$ cat src/rtl/instr_fetch_pkg.sv
// Shared types and default sizing for the instruction fetch unit.
package instr_fetch_pkg;

    localparam int unsigned DATA_WIDTH_DEF   = 16;
    localparam int unsigned ADDR_WIDTH_DEF   = 16;
    localparam int unsigned OPCODE_WIDTH_DEF = 7;
    localparam int unsigned TIMEOUT_DEF      = 15;
    localparam int unsigned PC_RESET         = 0;

    typedef enum logic [1:0] {
        ST_IDLE     = 2'd0,
        ST_WAIT_ACK = 2'd1,
        ST_DONE     = 2'd2
    } fetch_state_e;

endpackage

$ cat src/rtl/instr_fetch_timer.sv
// Watchdog for the memory ack: counts consecutive WAIT_ACK cycles and flags the last allowed one.
module instr_fetch_timer
    import instr_fetch_pkg::*;
#(
    parameter int unsigned TIMEOUT = TIMEOUT_DEF
) (
    input  logic clock,
    input  logic reset,
    input  logic i_count,
    output logic o_expired_c
);

    localparam int unsigned CNT_W = (TIMEOUT > 1) ? $clog2(TIMEOUT) : 1;

    logic [CNT_W-1:0] r_count;

    assign o_expired_c = i_count && (r_count == CNT_W'(TIMEOUT - 1));

    // Counter restarts whenever the FSM leaves WAIT_ACK or the window expires.
    always_ff @(posedge clock) begin
        if (reset || !i_count || o_expired_c) begin
            r_count <= '0;
        end else begin
            r_count <= r_count + CNT_W'(1);
        end
    end

endmodule

$ cat src/rtl/instr_fetch.sv
// Instruction fetch unit: PC, IR, ALU flag latch and memory read handshake.
// Optional ack watchdog is compiled in by defining INSTR_FETCH_TIMEOUT_EN.
module instr_fetch
    import instr_fetch_pkg::*;
#(
    parameter int unsigned DATA_WIDTH   = DATA_WIDTH_DEF,
    parameter int unsigned ADDR_WIDTH   = ADDR_WIDTH_DEF,
    parameter int unsigned OPCODE_WIDTH = OPCODE_WIDTH_DEF,
    parameter int unsigned TIMEOUT      = TIMEOUT_DEF
) (
    input  logic                    clock,
    input  logic                    reset,
    input  logic                    fetch_start,
    input  logic                    pc_load,
    input  logic [ADDR_WIDTH-1:0]   pc_in,
    input  logic                    flags_load,
    input  logic                    alu_carry,
    input  logic                    alu_zero,
    output logic                    mem_req,
    output logic [ADDR_WIDTH-1:0]   mem_addr,
    input  logic                    mem_ack,
    input  logic [DATA_WIDTH-1:0]   mem_data,
    output logic [DATA_WIDTH-1:0]   ir,
    output logic [OPCODE_WIDTH-1:0] opcode,
    output logic                    carry,
    output logic                    zero,
    output logic [ADDR_WIDTH-1:0]   pc,
    output logic                    busy,
    output logic                    ir_valid,
    output logic                    fetch_error
);

    fetch_state_e          r_state;
    logic [ADDR_WIDTH-1:0] r_pc;
    logic [DATA_WIDTH-1:0] r_ir;
    logic                  r_carry;
    logic                  r_zero;
    logic                  w_start;
    logic                  w_timeout;

    // A PC load in IDLE takes precedence over a fetch request in the same cycle.
    assign w_start = (r_state == ST_IDLE) && fetch_start && !pc_load;

`ifdef INSTR_FETCH_TIMEOUT_EN
    logic r_fetch_error;

    instr_fetch_timer #(
        .TIMEOUT (TIMEOUT)
    ) u_timer (
        .clock       (clock),
        .reset       (reset),
        .i_count     (r_state == ST_WAIT_ACK),
        .o_expired_c (w_timeout)
    );

    // Sticky until the next accepted fetch request.
    always_ff @(posedge clock) begin
        if (reset || w_start) begin
            r_fetch_error <= 1'b0;
        end else if ((r_state == ST_WAIT_ACK) && !mem_ack && w_timeout) begin
            r_fetch_error <= 1'b1;
        end
    end

    assign fetch_error = r_fetch_error;
`else
    assign w_timeout = 1'b0;
    // TIMEOUT only matters when the watchdog is compiled in.
    assign fetch_error = (TIMEOUT == 0) && 1'b0;
`endif

    always_ff @(posedge clock) begin
        if (reset) begin
            r_state <= ST_IDLE;
            r_pc    <= ADDR_WIDTH'(PC_RESET);
            r_ir    <= '0;
        end else begin
            case (r_state)
                ST_IDLE: begin
                    if (pc_load) begin
                        r_pc <= pc_in;
                    end else if (w_start) begin
                        r_state <= ST_WAIT_ACK;
                    end
                end
                ST_WAIT_ACK: begin
                    if (mem_ack) begin
                        r_ir    <= mem_data;
                        r_pc    <= r_pc + ADDR_WIDTH'(1);
                        r_state <= ST_DONE;
                    end else if (w_timeout) begin
                        r_state <= ST_IDLE;
                    end
                end
                ST_DONE: begin
                    r_state <= ST_IDLE;
                end
                default: begin
                    r_state <= ST_IDLE;
                end
            endcase
        end
    end

    // Flag latch runs independently of the fetch FSM.
    always_ff @(posedge clock) begin
        if (reset) begin
            r_carry <= 1'b0;
            r_zero  <= 1'b0;
        end else if (flags_load) begin
            r_carry <= alu_carry;
            r_zero  <= alu_zero;
        end
    end

    assign mem_req  = (r_state == ST_WAIT_ACK);
    assign mem_addr = r_pc;
    assign busy     = (r_state != ST_IDLE);
    assign ir_valid = (r_state == ST_DONE);
    assign pc       = r_pc;
    assign ir       = r_ir;
    assign opcode   = r_ir[DATA_WIDTH-1 -: OPCODE_WIDTH];
    assign carry    = r_carry;
    assign zero     = r_zero;

endmodule

$ cat config.mk
export PLATFORM = sky130hd
export DESIGN_NAME = instr_fetch
export DESIGN_NICKNAME = d
export VERILOG_FILES = /design/src/rtl/instr_fetch_pkg.sv /design/src/rtl/instr_fetch_timer.sv /design/src/rtl/instr_fetch.sv
export SDC_FILE = /design/constraint.sdc
export NUM_CORES = 1
export LEC_CHECK = 0
export ABC_AREA = 0
export BUFFER_PORTS_ARGS = -buffer_cell sky130_fd_sc_hd__buf_2
export CORE_AREA = 2 2 73 75
export DETAILED_ROUTE_END_ITERATION = 6
export DIE_AREA = 0 0 75 77
export PLACE_DENSITY = 0.75
export RECOVER_POWER = 100
export SKIP_CTS_REPAIR_TIMING = 1
export SLEW_MARGIN = 30
export SYNTH_ARGS = -nofsm -noshare
export SYNTH_HDL_FRONTEND = slang
export SYNTH_SLANG_ARGS = --single-unit
$ cat constraint.sdc
create_clock -name clock -period 1.82 [get_ports clock]
set_input_delay 0.091 -clock clock [delete_from_list [all_inputs] [get_ports clock]]
set_output_delay 0.091 -clock clock [all_outputs]
set_load 0.05 [all_outputs]
==> results.md <==
- After layout, the worst path uses 95.6% of the clock period.
- The pin count of the biggest net entering global routing is 24.
- The via count of the first global-routing pass is about 1,800.
- CTS saw 36 sinks.
- Once layout is done, the placed cells without fillers occupy around 2500 um2.
- The Yosys step of the flow raised 0 warnings.
- The initial antenna violation count came to 0.
- For this run, the total global-route usage over all layers was measured as approximately 18%.
- Yosys mapped a number of flops with a built-in enable equal to 0.
- The number of levels in the clock H-tree is 2.
- Measured against its own limit, the worst slew margin works out to just under 60%.
- The die outline width is 75 um.
- The post-route netlist has a little over a quarter of its cells at a drive strength greater than 1.
- The number of core rows is 26.
- The TritonCTS clock tree is yes.
- The final core area utilization is about half.
- The measured slew at the worst slew-check pin is 633 ps.
- The final setup skew is a little over 7 ps.
- The multi-input combinational cells in the finished layout cover a total of slightly above 1000 um2.
- The data arrival time of the critical path is approximately 1900 ps.
- The cell count after synthesis came out at ~250.
- The clock root buffer is clkbuf_8.
- The routed length per instance is about 13 um.
- The category of the critical setup timing path is flip-flop to flip-flop.
- Buffers placed on the I/O ports in this run total 99.
- The worst setup path is launched from a flip-flop.
- The count of nets left with antenna violations once routing finished came out at 0.
- The final count of pins violating max slew is 0.
- The synthesized net count is about 290.
- In this run the cell area measured after placement is ~2500 um2.
- Using the TritonRoute via totals, the vias-per-cell ratio works out to about 5.1.
- The worst setup path is captured at a flip-flop.
- The worst path needs roughly 1700 ps of the cycle, external delays included.
- Of the synthesized area, sequential elements account for 36.4%.
- The run finished with clean final reports.
- The leakage component of the power is 0.927 nW.
- The count of max-cap constraint violations is 0.
- After legalization and detailed placement, the total HPWL measured ~3900 um.
- The number of top-level pins is a little over 100.
- After global routing the overflow that remains totals 0.
- The final layout contains roughly 370 nets.
- The signed area change from the synthesized netlist to the final layout is 26.3%.
- 0 antenna diodes ended up in the layout.
- The detailed router finished its first iteration with ~120 violations.
- Setup repair after global routing left no endpoint under its margin.
- The overall power is ~2.0 mW.
- Yosys attributes the largest share of cell area to dfxtp_1 (36%), buf_4 (9.1%), nand2_1 (9.1%).
- The clock buffer count from CTS is 5.
- For this run, asynchronously set or reset flops after synthesis account for 0%.
- The synthesized design spends more area on one cell type than any other, namely dfxtp_1.
- Ranked by instance count, the synthesized netlist is headed by nand2_1 (48), dfxtp_1 (36), a21oi_1 (30).
- The number of synthesized register bits is 36.
- The sequential cells in the finished layout cover a total of 759 um2.
- The number of buffers on the longest clock path is 2.
- The count of filler cells inserted in the layout is approximately 530.
- The maximum frequency from static timing analysis is 575 MHz.
- The worst-case IR drop observed on VDD is 0.443 mV.
- The portion of synthesized cell area occupied by the leading cell type is 36.4%.
- The tightest min-delay check is of the primary input to flip-flop type.
- In this run the worst path has a maximum fanout of 5.
- For the final routed database, the setup TNS stands at 0 ps.
- The count of cell types in the netlist is between 40 and 50.
- The first global-routing pass estimated between 8000 and 9000 um of wire.
- The total wirelength of the detailed-routed design is ~5300 um.
- The number of hold violations in the final report was 0.
- The worst hold path was traced through 3 stages.
- The die covers between 5000 and 6000 um2.
- The effective utilization at floorplan is around two fifths.
- The floorplan step set the die height to a little under 80 um.
- The clock transition at the registers of the reported paths is ~70 ps.
- The dominant synthesized flop cell is dfxtp_1.
- The core region is between 4000 and 5000 um2.
- Setup violations remaining at the end of the flow were counted as 0.
- The number of vias in the routed layout is around 2,100.
- Routability-driven placement finished with a final weighted congestion of between 0.8 and 0.9.
- The later pin in the worst-skew pair is clocked with a latency of 280 ps.
- The number of detailed-route iterations in the first pass is 4.
- The cell area that synthesis handed to floorplanning was 1980 um2.
- The most common cell in the synthesized netlist is nand2_1.
- The average cell area after synthesis is 7.86 um2.
- For this design the ratio of total power to cell area is slightly above 800 nW/um2.
- The remaining design rule violation count is 0.
- The critical path required time is between 2000 and 2500 ps.
- For the worst flop-to-flop path, the logic depth is 5.
==> power breakdown <==
part           total [mW]  leakage (nW)  internal, mW  switching [mW]
clock               0.582        0.0488         0.309           0.274
sequential          0.891         0.301         0.830          0.0613
combinational       0.568         0.577         0.142           0.426
total                2.04         0.927          1.28           0.762
==> cell type report <==
class                   instances  area share [%]
well taps                      70            3.50
clock buffers                   7            3.45
flip-flops and latches         36            30.4
multi-input cells             173            41.0
inverters                       4           0.600
clock inverters                 1           0.250
repair buffers                113            20.9
==> critical path, stage by stage, from the launching register on <==
cell and delay, ps:
dfxtp_4 370, nand3_2 130, or4_4 560, clkbuf_2 150
or3_1 370, o211ai_1 90
==> layer usage <==
metal  global-route usage, %  part of all wire (%)
met1                    23.6                    44
met2                    29.2                    49
met3                    4.20                   4.9
met4                    7.14                   2.1
met5                       0                     0
==> cells by family (layout without fill, tap and decap cells) <==
group,after synthesis,count (layout),synth area share [%]
AND/OR/NAND/NOR,100,100,25.5
multiplexers,5,5,2.59
AO/OA/AOI/OAI,66,66,20.3
adder cells (fa/ha/maj),1,1,0.632
flip-flops,36,36,36.4
other,1,1,0.189
buffers and inverters,43,125,14.4
==> sequential cells by signal (all words and copies together), names as in the netlist <==
| signal | flops |
|---|---|
| r_state | 2 |
| zero | 1 |
| mem_addr | 16 |
| carry | 1 |
| ir | 16 |
==> final timing paths <==
path | startpoint | endpoint | slack (ps)
min | mem_data[8] | ir[8]$_SDFFE_PP0P_ | 40
min reg2reg | ir[5]$_SDFFE_PP0P_ | ir[5]$_SDFFE_PP0P_ | 460
max | mem_addr[8]$_SDFFE_PP0P_ | mem_addr[13]$_SDFFE_PP0P_ | 80
max reg2reg | mem_addr[8]$_SDFFE_PP0P_ | mem_addr[13]$_SDFFE_PP0P_ | 80
==> per-stage QoR <==
step                worst slack [ps]  std cells  hold slack, ps
floorplan                      -8.33        252             227
global placement                62.2        394             332
detailed placement              75.0        394             339
CTS                             37.0        402            24.8
global route                   0.322        404            32.1
finish                          79.7        404            38.9
==> cells in the final DEF (no fill, tap or decap), types with 2 or more instances in the layout <==
cell type  synthesis  final
clkbuf_1           8     58
nand2_1           48     48
buf_2              3     42
a21oi_1           30     30
dfxtp_1           36     25
o21ai_0           11     11
buf_4             24     11
dfxtp_4            0     10
nor2_1             8      7
clkbuf_8           0      6
nor3_1             5      5
and2_1             4      4
mux2i_1            4      4
nand3_1            5      4
or3_1              4      4
nor2b_1            3      3
inv_1              3      3
nor4b_1            3      3
o31ai_1            3      3
a211oi_1           3      3
a31oi_1            3      3
or4_4              0      3
o211ai_1           3      3
clkbuf_2           0      3
nand2b_1           1      2
or2_2              2      2
nand4_1            2      2
or4_2              2      2
or4_1              5      2
nor4_1             2      2
o21a_1             2      2
o32ai_1            2      2
a311oi_1           2      2
No activity file was read; power rests on OpenSTA's default activity.
